## src/rtl/rx_deframer_pkg.sv

```systemverilog
// rx_deframer_pkg: shared types and constants for the receive deframer.
package rx_deframer_pkg;

    // Default frame sync pattern, most significant byte arrives first.
    localparam logic [31:0] SYNC_WORD_DEFAULT = 32'hA5C3_5A3C;

    typedef enum logic [1:0] {
        StHunt,
        StLenHi,
        StLenLo,
        StPayload
    } state_e;

    // One payload word plus its frame-boundary markers.
    typedef struct packed {
        logic [31:0] data;
        logic        sof;
        logic        eof;
    } frame_word_t;

endpackage

```

## src/rtl/rx_word_fifo.sv

```systemverilog
// rx_word_fifo: synchronous FIFO of frame words, asynchronous active-high reset.
// A write while full is accepted only when a read happens in the same cycle.
module rx_word_fifo
    import rx_deframer_pkg::*;
#(
    parameter int unsigned DEPTH = 4
) (
    input  logic        clk_i,
    input  logic        rst_i,
    input  logic        wr_en_i,
    input  frame_word_t wr_data_i,
    input  logic        rd_en_i,
    output frame_word_t rd_data_o,
    output logic        full_o,
    output logic        empty_o
);

    localparam int unsigned AW = $clog2(DEPTH);

    frame_word_t mem_q [DEPTH];
    logic [AW:0] wr_ptr_q;
    logic [AW:0] rd_ptr_q;
    logic        wr_ok;
    logic        rd_ok;

    // Extra pointer MSB distinguishes full from empty.
    assign empty_o   = (wr_ptr_q == rd_ptr_q);
    assign full_o    = (wr_ptr_q[AW] != rd_ptr_q[AW]) &&
                       (wr_ptr_q[AW-1:0] == rd_ptr_q[AW-1:0]);
    assign wr_ok     = wr_en_i && (!full_o || rd_en_i);
    assign rd_ok     = rd_en_i && !empty_o;
    assign rd_data_o = mem_q[rd_ptr_q[AW-1:0]];

    // Storage array, no reset needed since empty_o masks stale entries.
    always_ff @(posedge clk_i) begin
        if (wr_ok) begin
            mem_q[wr_ptr_q[AW-1:0]] <= wr_data_i;
        end
    end

    // Read/write pointer update.
    always_ff @(posedge clk_i or posedge rst_i) begin
        if (rst_i) begin
            wr_ptr_q <= '0;
            rd_ptr_q <= '0;
        end else begin
            if (wr_ok) begin
                wr_ptr_q <= wr_ptr_q + 1'b1;
            end
            if (rd_ok) begin
                rd_ptr_q <= rd_ptr_q + 1'b1;
            end
        end
    end

endmodule

```

## src/rtl/rx_deframer.sv

```systemverilog
// rx_deframer: hunts for a 32-bit sync word on a byte stream, reads a 16-bit
// big-endian word count, then packs payload bytes little-endian into 32-bit
// words delivered downstream through a small FIFO.
// Build macro RX_DEFRAMER_STATS_EN adds saturating frame/drop counters.
module rx_deframer
    import rx_deframer_pkg::*;
#(
    parameter logic [31:0] C_SYNC_WORD  = SYNC_WORD_DEFAULT,
    parameter int unsigned C_MAX_LEN    = 256,
    parameter int unsigned C_FIFO_DEPTH = 4
) (
    input  logic        i_aclk,
    input  logic        i_areset,
    input  logic        i_enable,
    input  logic        i_byte_valid,
    input  logic [7:0]  i_byte_data,
    input  logic        m_axis_tready,
    output logic        m_axis_tvalid,
    output logic [31:0] m_axis_tdata,
    output logic        m_axis_sof,
    output logic        m_axis_eof,
    output logic        o_overflow,
`ifdef RX_DEFRAMER_STATS_EN
    output logic [31:0] o_frame_count,
    output logic [15:0] o_drop_count,
`endif
    output logic        o_len_error
);

    state_e      state_q, state_d;
    logic [31:0] shift_q, shift_d;
    logic [15:0] len_q, len_d;
    logic [15:0] word_cnt_q, word_cnt_d;
    logic [1:0]  byte_cnt_q, byte_cnt_d;
    logic [23:0] acc_q, acc_d;
    logic        push_q, push_d;
    frame_word_t word_q, word_d;
    logic        overflow_q, overflow_d;
    logic        len_error_q, len_error_d;

    logic [31:0] shift_next;
    logic [15:0] len_full;
    logic        fifo_full;
    logic        fifo_empty;
    frame_word_t fifo_head;
    logic        pop;
    logic        word_drop;
    logic        fifo_wr;

    assign shift_next = {shift_q[23:0], i_byte_data};
    assign len_full   = {len_q[15:8], i_byte_data};
    assign pop        = m_axis_tvalid && m_axis_tready;
    // A full FIFO still takes the word if the head leaves in the same cycle.
    assign word_drop  = push_q && fifo_full && !pop;
    assign fifo_wr    = push_q && !word_drop;

    // Next-state logic: sync hunt, length capture, payload packing, abort on drop.
    always_comb begin
        state_d     = state_q;
        shift_d     = shift_q;
        len_d       = len_q;
        word_cnt_d  = word_cnt_q;
        byte_cnt_d  = byte_cnt_q;
        acc_d       = acc_q;
        push_d      = 1'b0;
        word_d      = word_q;
        overflow_d  = overflow_q;
        len_error_d = len_error_q;

        unique case (state_q)
            StHunt: begin
                if (i_byte_valid) begin
                    shift_d = shift_next;
                    if (i_enable && (shift_next == C_SYNC_WORD)) begin
                        state_d = StLenHi;
                        // Cleared so the next hunt needs four fresh bytes.
                        shift_d = '0;
                    end
                end
            end
            StLenHi: begin
                if (i_byte_valid) begin
                    len_d[15:8] = i_byte_data;
                    state_d     = StLenLo;
                end
            end
            StLenLo: begin
                if (i_byte_valid) begin
                    if ((len_full == 16'd0) || (32'(len_full) > C_MAX_LEN)) begin
                        len_error_d = 1'b1;
                        state_d     = StHunt;
                    end else begin
                        len_d      = len_full;
                        word_cnt_d = '0;
                        byte_cnt_d = '0;
                        state_d    = StPayload;
                    end
                end
            end
            StPayload: begin
                if (i_byte_valid) begin
                    byte_cnt_d = byte_cnt_q + 2'd1;
                    unique case (byte_cnt_q)
                        2'd0: acc_d[7:0]   = i_byte_data;
                        2'd1: acc_d[15:8]  = i_byte_data;
                        2'd2: acc_d[23:16] = i_byte_data;
                        default: begin
                            push_d      = 1'b1;
                            word_d.data = {i_byte_data, acc_q};
                            word_d.sof  = (word_cnt_q == 16'd0);
                            word_d.eof  = (word_cnt_q == len_q - 16'd1);
                            word_cnt_d  = word_cnt_q + 16'd1;
                            if (word_cnt_q == len_q - 16'd1) begin
                                state_d = StHunt;
                            end
                        end
                    endcase
                end
            end
            default: state_d = StHunt;
        endcase

        if (word_drop) begin
            overflow_d = 1'b1;
            state_d    = StHunt;
            shift_d    = '0;
            push_d     = 1'b0;
        end
    end

    // Deframer state and staged output word.
    always_ff @(posedge i_aclk or posedge i_areset) begin
        if (i_areset) begin
            state_q     <= StHunt;
            shift_q     <= '0;
            len_q       <= '0;
            word_cnt_q  <= '0;
            byte_cnt_q  <= '0;
            acc_q       <= '0;
            push_q      <= 1'b0;
            word_q      <= '0;
            overflow_q  <= 1'b0;
            len_error_q <= 1'b0;
        end else begin
            state_q     <= state_d;
            shift_q     <= shift_d;
            len_q       <= len_d;
            word_cnt_q  <= word_cnt_d;
            byte_cnt_q  <= byte_cnt_d;
            acc_q       <= acc_d;
            push_q      <= push_d;
            word_q      <= word_d;
            overflow_q  <= overflow_d;
            len_error_q <= len_error_d;
        end
    end

    rx_word_fifo #(
        .DEPTH (C_FIFO_DEPTH)
    ) u_fifo (
        .clk_i     (i_aclk),
        .rst_i     (i_areset),
        .wr_en_i   (fifo_wr),
        .wr_data_i (word_q),
        .rd_en_i   (pop),
        .rd_data_o (fifo_head),
        .full_o    (fifo_full),
        .empty_o   (fifo_empty)
    );

    // Head fields are masked while empty so idle outputs read as zero.
    always_comb begin
        m_axis_tvalid = !fifo_empty;
        m_axis_tdata  = fifo_empty ? 32'd0 : fifo_head.data;
        m_axis_sof    = !fifo_empty && fifo_head.sof;
        m_axis_eof    = !fifo_empty && fifo_head.eof;
    end

    assign o_overflow  = overflow_q;
    assign o_len_error = len_error_q;

`ifdef RX_DEFRAMER_STATS_EN
    logic [31:0] frame_count_q;
    logic [15:0] drop_count_q;

    // Saturating counters: eof words taken downstream, frames aborted by overflow.
    always_ff @(posedge i_aclk or posedge i_areset) begin
        if (i_areset) begin
            frame_count_q <= '0;
            drop_count_q  <= '0;
        end else begin
            if (pop && fifo_head.eof && (frame_count_q != '1)) begin
                frame_count_q <= frame_count_q + 32'd1;
            end
            if (word_drop && (drop_count_q != '1)) begin
                drop_count_q <= drop_count_q + 16'd1;
            end
        end
    end

    assign o_frame_count = frame_count_q;
    assign o_drop_count  = drop_count_q;
`endif

endmodule
```

## config.mk

```make
export PLATFORM = sky130hd
export DESIGN_NAME = rx_deframer
export DESIGN_NICKNAME = d
export VERILOG_FILES = /design/src/rtl/rx_deframer_pkg.sv /design/src/rtl/rx_word_fifo.sv /design/src/rtl/rx_deframer.sv
export SDC_FILE = /design/constraint.sdc
export NUM_CORES = 1
export LEC_CHECK = 0
export ABC_AREA = 0
export BUFFER_PORTS_ARGS = -buffer_cell sky130_fd_sc_hd__buf_2
export CORE_MARGIN = 2
export CORE_UTILIZATION = 55
export CTS_CLUSTER_DIAMETER = 40
export DETAILED_ROUTE_END_ITERATION = 6
export PLACE_DENSITY = 0.72
export SETUP_SLACK_MARGIN = 0.5
export SYNTH_ARGS = -nofsm -noshare
export SYNTH_HDL_FRONTEND = slang
export SYNTH_SLANG_ARGS = --single-unit
```

## constraint.sdc

```tcl
create_clock -name i_aclk -period 4.3 [get_ports i_aclk]
set_input_delay 0.215 -clock i_aclk [delete_from_list [all_inputs] [get_ports i_aclk]]
set_output_delay 0.215 -clock i_aclk [all_outputs]
set_load 0.05 [all_outputs]
```

* Yosys cells after proc, flatten, opt, wreduce, memory -nomap -nowiden
Memories as Yosys holds them, arrays and structs flattened. Cells that the tools add are included.
Word-level totals: flip-flop bits (word level) 127, bits in writable memories 136, output and inout port bits 37, logic and storage cells 115, memories kept 1
Memory list:
- u_fifo.mem_q | depth 4, width 34, rd ports 1, clocked after memory_dff 0, wr ports 1, line rx_word_fifo.sv:20 | frame_word_t mem_q [DEPTH];
Operators by class: $add $sub $neg 5, magnitude comparators 1, equal/unequal tests 21, muxes and demuxes 32, bitwise logic cells 3, reductions and logical operators 35
Operators with widths (number):
- two-way mux 24 bit | 4
- two-way mux 16 bit | 4
- == test 32 bit (second input constant) | 1
- zero test 16 bit | 2
- two-way mux 32 bit | 1
- case mux 16 bit (2 select lines) | 1
- two-way mux 2 bit | 12
- inequality test 3 bit (second input constant) | 7
- AND reduction 3 bit | 7
- adder 16 x 1 -> 16 bit (second input constant) | 1
- == test 16 bit | 1
- > comparator 16 x 9 -> 1 bit (second input constant) | 1
- case mux 8 bit (2 select lines) | 1
- subtractor 16 x 1 -> 16 bit (second input constant) | 1
- logical AND 1 bit | 10
- two-way mux 8 bit | 1
- inequality test 2 bit (second input constant) | 4
- case mux 2 bit (4 select lines) | 1
- AND reduction 7 bit | 1
- adder 3 x 1 -> 3 bit (second input constant) | 2
- == test 2 bit (second input constant) | 3
- two-way mux 1 bit | 6
- nonzero test 2 bit | 3
- AND reduction 5 bit | 1
- other kinds (13) | 21

* Longest topological paths before layout
Gate-level depths: netlist of the first run.
word-level depth 10, mapped depth 10, gate-level depth less buffers 9

* Modules after synthesis
From an unflattened synthesis of the first run, not the netlist that was laid out.
Second synthesis, totals: cells, all modules 794, area total of the unflattened synthesis 11235.8 µm²
Modules (own cells, without submodules):
- rx_deframer | instances 1, cells each 580, area each 5890.6 µm²
- rx_word_fifo | instances 1, cells each 214, area each 5345.1 µm²

* Least setup slack after synthesis of the first run
Ideal clock, no wire load.
path kind reg2reg, start register u_fifo.rd_ptr_q[1], end memory u_fifo.mem_q[3][0] (netlist name), enable pin, setup time 0.396 ns, arrival time 2.010 ns, setup slack 1.895 ns, cell stages (with the launch flop) 8, buffers on the path 1, path through dfrtp_1 -> clkbuf_1 -> xnor2_1 -> nand2_1 -> nor3_1 -> nand2b_1 -> inv_1 -> and2_1
On the way: cells in the longest elaborated chain, start to end 10, elaborated cells between the ends (all ways) 15
Ends and longest elaborated chain:
- start, declared | line rx_word_fifo.sv:22 | logic [AW:0] rd_ptr_q;
- start signal, assigned | line rx_word_fifo.sv:51 | rd_ptr_q <= rd_ptr_q + 1'b1;
- == test 3 bit | line rx_word_fifo.sv:27 | assign empty_o = (wr_ptr_q == rd_ptr_q);
- zero test 1 bit | line rx_deframer.sv:173 | m_axis_tvalid = !fifo_empty;
- logical AND 1 bit | line rx_deframer.sv:52 | assign pop = m_axis_tvalid && m_axis_tready;
- zero test 1 bit | line rx_deframer.sv:54 | assign word_drop = push_q && fifo_full && !pop;
- logical AND 1 bit | line rx_deframer.sv:54
- zero test 1 bit | line rx_deframer.sv:55 | assign fifo_wr = push_q && !word_drop;
- logical AND 1 bit | line rx_deframer.sv:55
- logical AND 1 bit (*) | line rx_word_fifo.sv:30 | assign wr_ok = wr_en_i && (!full_o || rd_en_i);
- two-way mux 1 bit (*) | line rx_word_fifo.sv:36 | if (wr_ok) begin
- two-way mux 1 bit (not written as such) (*) | line rx_word_fifo.sv:37 | mem_q[wr_ptr_q[AW-1:0]] <= wr_data_i;
- end, declared | line rx_word_fifo.sv:20
Every way passes the cells marked *; elsewhere a longest branch is shown, timed or not.

* Worst setup path after layout of the first run
start register len_q[9], end register len_q[4]
On the way: cells in the longest elaborated chain, start to end 4, elaborated cells between the ends (all ways) 5
Ends and longest elaborated chain:
- start, declared | line rx_deframer.sv:32 | logic [15:0] len_q, len_d;
- start signal, assigned | line rx_deframer.sv:147 | len_q <= len_d;
- > comparator 16 x 9 -> 1 bit / zero test 16 bit (equally long branches) | line rx_deframer.sv:89 | if ((len_full == 16'd0) || (32'(len_full) > C_MAX_LEN)) begin
- logical OR 1 bit (*) | line rx_deframer.sv:89
- inverter 1 bit (no line) (*)
- AND reduction 3 bit (no line) (*)
Marked as above. A chain may end at the register's enable or synchronous reset.

==> results of run 1 <==
[flip-flops by register name, indices dropped and copies added (netlist names)]
| signal | flops |
|---|---|
| u_fifo.mem_q | 136 |
| word_q | 34 |
| acc_q | 24 |
| shift_q | 24 |
| len_q | 16 |
| word_cnt_q | 16 |
| u_fifo.rd_ptr_q | 3 |
| u_fifo.wr_ptr_q | 3 |
| byte_cnt_q | 2 |
| state_q | 2 |
| o_len_error | 1 |
| o_overflow | 1 |
| push_q | 1 |
[layout make-up]
type	instances	area, um2	area share
flip-flops and latches	263	7260	0.567
multi-input cells	401	3620	0.283
clock buffers	46	998	0.0780
repair buffers	62	345	0.0270
well taps	265	332	0.0259
clock inverters	16	200	0.0156
inverters	13	51.3	0.00401
[placed cells by master (no fill, tap or decap), drive strengths merged, types with 12 or more instances in the layout]
| master | synthesis | layout |
|---|---|---|
| buf | 10 | 61 |
| ha | 12 | 12 |
| nor2 | 31 | 31 |
| inv | 13 | 20 |
| nand2 | 29 | 29 |
| xor2 | 18 | 18 |
| mux4 | 34 | 34 |
| o21ai | 13 | 13 |
| mux2 | 71 | 71 |
| edfxtp | 136 | 136 |
| nor2b | 34 | 34 |
| dfrtp | 127 | 127 |
| nand3 | 14 | 14 |
| a22o | 25 | 25 |
| xnor2 | 22 | 22 |
| clkbuf | 20 | 46 |
[power groups by stage]
stage | Combinational (W) | Sequential [W] | Clock, W
2_1_floorplan | 0.00201 | 0.00316 | 0
3_3_place_gp | 0.00246 | 0.00323 | 0
3_5_place_dp | 0.00248 | 0.00325 | 0
4_1_cts | 0.00250 | 0.00321 | 0.00294
5_1_grt | 0.00263 | 0.00325 | 0.00304
6_report | 0.00247 | 0.00321 | 0.00289
[routing by layer]
layer,global-route usage,vias to the layer above,share of wire
li1,-,2819,-
met1,0.287,3255,0.43
met2,0.370,150,0.51
met3,0.0345,37,0.039
met4,0.0676,0,0.017
met5,0,-,0
[critical path, stage by stage, from the launching register on]
cell	delay [ns]
dfrtp_1	0.46
or4_4	0.61
nor4_4	0.21
nand3_2	0.19
nor2_2	0.81
mux2_2	0.42
[cells by family (layout without fill, tap and decap cells)]
| family | Yosys count | in the layout | share of synthesized area |
|---|---|---|---|
| buffers and inverters | 43 | 137 | 0.0154 |
| AND/OR/NAND/NOR | 177 | 177 | 0.0922 |
| adder cells (fa/ha/maj) | 12 | 12 | 0.0136 |
| multiplexers | 105 | 105 | 0.142 |
| flip-flops | 263 | 263 | 0.657 |
| AO/OA/AOI/OAI | 67 | 67 | 0.0484 |
| XOR/XNOR | 40 | 40 | 0.0317 |
[path summary, 6_finish.rpt]
path | startpoint | endpoint | slack [ns] | cells after the start
hold / removal | m_axis_tready | u_fifo.rd_ptr_q[0] | 0.04 | 3
hold reg to reg | o_overflow | o_overflow | 0.47 | 1
min in group asynchronous | i_areset | word_q[29] | 0.48 | 3
setup reg to reg | len_q[9] | len_q[4] | 1.46 | 5
setup / recovery | len_q[9] | len_q[4] | 1.46 | 5
max in group asynchronous | i_areset | len_q[7] | 2.83 | 4
[metrics by stage]
stage / instances / power [W] / cell area, um2 / worst slack [ns]
2_1_floorplan: 707 / 0.00517 / 11100 / 0.701
3_5_place_dp: 1003 / 0.00574 / 11600 / 1.47
3_3_place_gp: 1003 / 0.00569 / 11600 / 1.58
5_1_grt: 1066 / 0.00892 / 12800 / 1.28
6_report: 1066 / 0.00857 / 12800 / 1.46
4_1_cts: 1066 / 0.00865 / 12800 / 1.43
==> flow_metrics.py, run 1 <==
metrics = {
    "clock_network": {
        "clock_tree.buffer_depth": 3,
        "cts.sinks": 263,
        "cts_hold_buf": 1,
        "cts_tree": "yes",
        "ctsResizeCount": 0,
        "clk_root_buffer_cell": "clkbuf_16",
        "cts_inserted_buffers": 34,
        "clk_pin_slew_ns": 0.05,
        "clk_latency_ns": 0.51,
        "post_cts.repair.setup_buffers": 0,
        "htreeDepth": 2,
    },
    "pwr": {
        "swShare": 0.343,
        "p_leak_nw": 5.14,
        "p_switching_w": 0.00294,
        "p_seq_frac": 0.374,
        "ir_worst_vdd_mv": 0.384,
        "p_int_w": 0.00563,
        "power.density_mw_per_mm2": 669,
        "power_frac_comb": 0.288,
        "power_frac_clock": 0.338,
    },
    "logic_synthesis": {
        "synth-edff-count": 136,
        "synth_most_common_cell": "edfxtp_1",
        "synth-main-ff-cell": "edfxtp_1",
        "syn-instance-count": 707,
        "synth_area_leader_cell": "edfxtp_1",
        "syn-num-nets": 732,
        "async_reset_ff_frac": 0.483,
        "syn_area_mm2": 0.0111,
        "yosys-top-cells-count": "edfxtp_1, dfrtp_1, mux2_2",
        "synth_area_leaders": "edfxtp_1, dfrtp_1, mux2_2",
        "ys_seq_area_frac": 0.657,
        "ys_seq_elements": 263,
        "ys_types": 59,
        "syn_area_per_cell_um2": 15.6,
        "synth_warnings": 0,
        "synth_top_area_frac": 0.370,
    },
    "routing": {
        "drt-total-wl_um": 22300,
        "dr.pass1.iters": 5,
        "final_antenna_net_count": 0,
        "vias": 6261,
        "wire_per_inst_um": 20.9,
        "dr.first_iter.drc_count": 350,
        "drcViolationCount": 0,
        "viasPerCell": 5.87,
    },
    "place": {
        "port_buffers": 49,
        "gp_congestion": 0.862,
        "hpwl_um": 13700,
    },
    "floorplan": {
        "rows": 51,
        "dieArea_mm2": 0.0212,
        "io_pins": 50,
        "coreArea_mm2": 0.0196,
        "start_util": 0.564,
        "die_width_um": 146,
        "fp.dieH_um": 146,
    },
    "layout": {
        "num-fill-cells": 1397,
        "syn2layout_area_growth_pct": 15.9,
        "drive_above_1_share": 0.297,
        "diodes": 0,
        "fin_nets": 800,
        "final_core_util": 0.654,
    },
    "timing": {
        "final.period_utilization": 0.660,
        "rsz0062_at_grt": "no",
        "slew_violations": 0,
        "setup_viol": 0,
        "hold_viol_final": 0,
        "hold_slack_ns": 0.0397,
        "post-route-min-period_ns": 2.84,
        "max_freq_mhz": 352,
        "worst_pin_slew_ns": 0.997,
        "max_slew_margin": 0.335,
        "setup_tns_ns": 0,
        "skew_ns": 0.0270,
    },
    "grt": {
        "antenna_found_initial": 0,
        "grt_pass1_vias": 6601,
        "grt_max_degree": 75,
        "grtUsageTotal": 0.216,
        "grt_first_pass_wirelength_um": 35800,
        "grt-ovfl-total": 0,
    },
    "worst_setup_path": {
        "cp-start-kind": "flip-flop",
        "endpoint_kind": "flip-flop",
        "required_ns": 4.68,
        "arrival_ns": 3.22,
        "critPathKind": "flip-flop to flip-flop",
        "path_max_fanout": 25,
    },
    "run": {
        "cap_violations": 0,
    },
    "worst_hold_path": {
        "hold_class": "primary input to flip-flop",
    },
    "run_status": {
        "status": "finished clean",
    },
}
No activity file was read; power rests on OpenSTA's default activity.
==> run 2, diff against run 1 <==
==> constraint.sdc (replaced) <==
create_clock -name i_aclk -period 2.8 [get_ports i_aclk]
set_input_delay 0.14 -clock i_aclk [delete_from_list [all_inputs] [get_ports i_aclk]]
set_output_delay 0.14 -clock i_aclk [all_outputs]
set_load 0.05 [all_outputs]
==> flow_metrics.py, run 2 (synthesis gave the netlist of run 1 again) <==
metrics = {
    "clock_network": {
        "clk_root_buffer_cell": "clkbuf_16",
        "cts.sinks": 263,
        "cts_inserted_buffers": 31,
        "clk_pin_slew_ns": 0.06,
        "clk_latency_ns": 0.54,
        "htreeDepth": 1,
        "clock_tree.buffer_depth": 3,
        "cts_tree": "yes",
    },
    "floorplan": {
        "io_pins": 50,
        "fp.dieH_um": 146,
        "start_util": 0.564,
        "dieArea_mm2": 0.0212,
        "die_width_um": 146,
        "coreArea_mm2": 0.0196,
        "rows": 51,
    },
    "pwr": {
        "p_leak_nw": 5.48,
        "p_total_w": 0.0142,
        "power.density_mw_per_mm2": 1040,
        "ir_worst_vdd_mv": 0.536,
    },
    "routing": {
        "dr.first_iter.drc_count": 399,
        "wire_per_inst_um": 22.3,
        "dr.pass1.iters": 4,
        "drcViolationCount": 0,
        "viasPerCell": 5.88,
        "final_antenna_net_count": 0,
        "drt-total-wl_um": 24500,
        "vias": 6434,
    },
    "timing": {
        "post-route-min-period_ns": 2.37,
        "rsz0062_at_grt": "yes",
        "setup_viol": 0,
        "setup_tns_ns": 0,
        "worst_pin_slew_ns": 0.590,
        "skew_ns": 0.0157,
        "max_slew_margin": 0.607,
        "final.period_utilization": 0.845,
        "max_freq_mhz": 423,
        "hold_viol_final": 0,
        "slew_violations": 0,
        "setup_slack_ns": 0.433,
    },
    "grt": {
        "grt_max_degree": 77,
        "grt-busiest-layer": "met2",
        "gr-usage-met3": 0.0310,
        "grtUsageTotal": 0.219,
        "gr-usage-met2": 0.377,
        "grt_pass1_vias": 6691,
        "met1_usage": 0.294,
        "grt-ovfl-total": 0,
        "grt_first_pass_wirelength_um": 36400,
        "antenna_found_initial": 0,
    },
    "layout": {
        "diodes": 0,
        "finalInstanceArea_mm2": 0.0136,
        "multi_input_area_mm2": 0.00390,
        "largest_reg_flops": 136,
        "fin_nets": 831,
        "final_core_util": 0.694,
        "seq_area_mm2": 0.00727,
        "final_cell_mix": "edfxtp_1, dfrtp_1, mux2_2",
        "final_common_cell": "edfxtp_1",
        "syn2layout_area_growth_pct": 23.0,
        "num-fill-cells": 1271,
        "drive_above_1_share": 0.366,
    },
    "worst_hold_path": {
        "hold_class": "primary input to flip-flop",
    },
    "worst_setup_path": {
        "endpoint_kind": "flip-flop",
        "arrival_ns": 2.82,
        "path_max_fanout": 4,
        "critPathKind": "flip-flop to flip-flop",
        "required_ns": 3.26,
        "cp-start-kind": "flip-flop",
    },
    "place": {
        "placed_cell_area_mm2": 0.0117,
        "hpwl_um": 13900,
        "post-place-ws_ns": 0.202,
        "gp_congestion": 0.869,
        "port_buffers": 49,
    },
    "run": {
        "cap_violations": 0,
    },
    "run_status": {
        "status": "finished clean",
    },
}
run 2: cell types whose count changed in the layout (fill, tap and decap cells not counted), sizes merged:
cell / change
buf: +28
clkbuf: -4
clkinv: +6
clkinvlp: +1
dlygate4sd3: +1
inv: -3
run 2: critical path, stage by stage, from the launching register on:
cell and delay, ns:
dfrtp_1 0.41, or4_4 0.58, or3_4 0.36, nor3_4 0.25
o2111ai_4 0.17, or3_4 0.38, a21oi_2 0.12
run 2: where the power goes:
part           internal (W)  switching, W
sequential          0.00451      0.000428
clock               0.00242       0.00159
combinational       0.00231       0.00291
total               0.00924       0.00493
run 2: area by class of cell:
| type | count | share of cell area |
|---|---|---|
| well taps | 265 | 0.0244 |
| inverters | 13 | 0.00387 |
| clock buffers | 37 | 0.0610 |
| clock inverters | 20 | 0.0165 |
| flip-flops and latches | 263 | 0.535 |
| multi-input cells | 401 | 0.287 |
| repair buffers | 96 | 0.0727 |
run 2: timing repair:
item,4_1_cts,5_1_grt
resized for setup,27,147
pin swaps,10,5
endpoints found under the setup margin,194,61
buffers inserted,8,12
cloned,1,6
hold buffers,2,0
hold endpoints to repair,92,0
run 2: final timing paths:
kind	end	from	depth (start not counted)	slack (ns)
max	word_cnt_q[13]	len_q[12]	6	0.43
min reg2reg	o_overflow	o_overflow	1	0.48
min	shift_q[5]	i_byte_data[5]	2	0.02
min in group asynchronous	len_q[12]	i_areset	3	0.12
max reg2reg	word_cnt_q[13]	len_q[12]	6	0.43
max in group asynchronous	u_fifo.rd_ptr_q[0]	i_areset	4	1.87
run 2: layer usage:
layer / wire length [um] / share of wire
met5: 0 / 0
met1: 10200 / 0.42
met3: 1020 / 0.042
met2: 12800 / 0.52
met4: 479 / 0.020
run 2: through the flow:
stage	instances	hold slack, ns
global placement	1009	0.131
floorplan	707	0.257
global route	1095	0.0149
finish	1095	0.0226
detailed placement	1009	0.135
CTS	1077	0.0145
==> run 3, diff against run 2 <==
--- a/config.mk
+++ b/config.mk
@@ -11,7 +11,7 @@
 export CORE_UTILIZATION = 55
 export CTS_CLUSTER_DIAMETER = 40
 export DETAILED_ROUTE_END_ITERATION = 6
-export PLACE_DENSITY = 0.72
+export PLACE_DENSITY = 0.75
 export SETUP_SLACK_MARGIN = 0.5
 export SYNTH_ARGS = -nofsm -noshare
 export SYNTH_HDL_FRONTEND = slang
==> constraint.sdc (replaced) <==
create_clock -name i_aclk -period 2 [get_ports i_aclk]
set_input_delay 0.1 -clock i_aclk [delete_from_list [all_inputs] [get_ports i_aclk]]
set_output_delay 0.1 -clock i_aclk [all_outputs]
set_load 0.05 [all_outputs]
==> flow_metrics.py, run 3 (synthesis gave the netlist of run 1 again) <==
metrics = {
    "worst_setup_path": {
        "crit_chain": "or4_4 -> or3_4 -> nor3_4 -> buf_4 -> buf_6 -> o2111ai_4 -> xor2_1 -> nor2_2",
        "reg2regPathDepth": 8,
        "critPathKind": "flip-flop to flip-flop",
        "slowest_delay_ns": 0.58,
        "crit_buf_inv": 2,
        "required_ns": 2.38,
        "reg2reg_slack_ns": -0.38,
        "path_max_fanout": 4,
        "arrival_ns": 2.76,
        "endpoint_kind": "flip-flop",
        "cp-start-kind": "flip-flop",
        "reg2reg_from": "len_q[12]",
        "r2r_end": "word_cnt_q[9]",
        "crit_family": "simple AND/OR/NAND/NOR gates",
        "critPathSlowestCell": "or4_4",
    },
    "floorplan": {
        "dieArea_mm2": 0.0212,
        "io_pins": 50,
        "rows": 51,
        "coreArea_mm2": 0.0196,
        "die_width_um": 146,
        "start_util": 0.564,
        "fp.dieH_um": 146,
    },
    "worst_hold_path": {
        "worstHoldEndpoint": "len_q[1]",
        "holdPathStages": 4,
        "min_from": "i_byte_data[1]",
        "hold_class": "primary input to flip-flop",
    },
    "timing": {
        "worst_pin_slew_ns": 0.527,
        "slew_violations": 0,
        "post-route-min-period_ns": 2.38,
        "max_slew_margin": 0.646,
        "max_freq_mhz": 420,
        "hold_slack_ns": 0.0841,
        "final.period_utilization": 1.19,
        "setup_tns_ns": -23.72,
        "hold_viol_final": 0,
        "setup_viol": 155,
        "rsz0062_at_grt": "yes",
        "setup_slack_ns": -0.382,
        "skew_ns": 0.0324,
    },
    "routing": {
        "dr.first_iter.drc_count": 621,
        "wire_per_inst_um": 28.6,
        "vias": 7646,
        "viasPerCell": 6.28,
        "drt-total-wl_um": 34800,
        "drcViolationCount": 0,
        "final_antenna_net_count": 0,
        "dr.pass1.iters": 5,
    },
    "clock_network": {
        "clk_root_buffer_cell": "clkbuf_16",
        "htreeDepth": 2,
        "cts.sinks": 263,
        "clock_tree.buffer_depth": 3,
        "cts_tree": "yes",
        "cts_inserted_buffers": 35,
        "clk_latency_ns": 0.53,
        "clk_pin_slew_ns": 0.06,
    },
    "grt": {
        "grt_first_pass_wirelength_um": 51900,
        "grt_max_degree": 81,
        "grtUsageTotal": 0.332,
        "grt-ovfl-total": 0,
        "antenna_found_initial": 0,
        "grt_pass1_vias": 8036,
    },
    "pwr": {
        "power_frac_comb": 0.423,
        "ir_worst_vdd_mv": 0.709,
        "p_seq_frac": 0.304,
        "p_total_w": 0.0227,
        "power_frac_clock": 0.272,
        "p_int_w": 0.0145,
        "power.density_mw_per_mm2": 1440,
        "swShare": 0.360,
        "p_switching_w": 0.00819,
        "p_leak_nw": 6.53,
    },
    "run_status": {
        "violations": "negative setup slack",
        "status": "finished with violations",
    },
    "place": {
        "port_buffers": 49,
        "gp_congestion": 0.879,
        "hpwl_um": 15400,
    },
    "layout": {
        "final_cell_mix": "edfxtp_1, dfrtp_1, buf_4",
        "fin_nets": 950,
        "diodes": 0,
        "syn2layout_area_growth_pct": 43.3,
        "drive_above_1_share": 0.509,
        "final_common_cell": "edfxtp_1",
        "largest_reg_flops": 136,
    },
    "run": {
        "cap_violations": 0,
    },
}
-- run 3: repair_timing --
action                                  in CTS  in global routing
pin swaps                                   24                 22
endpoints found under the hold margin      130                  0
endpoints found under the setup margin     284                298
setup buffers                               37                 16
hold buffers                                 2                  0
resized for setup                          167                 40
gates cloned                                34                  0
-- run 3: worst register-to-register path, stage by stage (launching register included) --
cell and delay, ns:
dfrtp_1 0.38, or4_4 0.58, or3_4 0.37, nor3_4 0.23
buf_4 0.17, buf_6 0.12, o2111ai_4 0.11, xor2_1 0.24
nor2_2 0.07
-- run 3: worst max path at each step --
| stage | startpoint | cells past startpoint | endpoint |
|---|---|---|---|
| 2_1_floorplan | len_q[0] | 10 | state_q[1] |
| 3_3_place_gp | len_q[1] | 9 | state_q[1] |
| 3_5_place_dp | len_q[1] | 9 | state_q[1] |
| 4_1_cts | len_q[1] | 9 | state_q[0] |
| 5_1_grt | len_q[0] | 9 | state_q[0] |
| 6_report | len_q[12] | 8 | word_cnt_q[9] |
-- run 3: area by class of cell --
class,instances,area [um2]
Clock buffer,41,950
Clock inverter,23,206
Timing Repair Buffer,202,2650
Sequential cell,263,7260
Fill cell,922,3750
Inverter,13,61.3
Multi-Input combinational cell,410,4370
Tap cell,265,332
-- run 3: power groups by stage --
| stage | clock [W] | sequential, W | combinational [W] |
|---|---|---|---|
| after global routing | 0.00647 | 0.00696 | 0.00996 |
| final | 0.00619 | 0.00691 | 0.00962 |
| after floorplan | 0 | 0.00681 | 0.00540 |
| after global placement | 0 | 0.00684 | 0.00662 |
| after detailed placement | 0 | 0.00691 | 0.00674 |
| after CTS | 0.00612 | 0.00682 | 0.00924 |
-- run 3: through the flow --
stage / worst slack (ns) / utilization / cells / cell area [um2]
3_5_place_dp: -0.548 / 0.641 / 1064 / 12600
2_1_floorplan: -0.300 / - / 707 / 11600
3_3_place_gp: -0.424 / 0.641 / 1064 / 12600
4_1_cts: -0.357 / 0.791 / 1201 / 15500
5_1_grt: -0.477 / 0.808 / 1217 / 15800
6_report: -0.382 / 0.808 / 1217 / 15800
-- run 3: per-layer routing --
metal	wire length, um	track usage
met5	0	0
met4	1380	0.120
met3	2420	0.0586
met2	18200	0.591
met1	12700	0.408
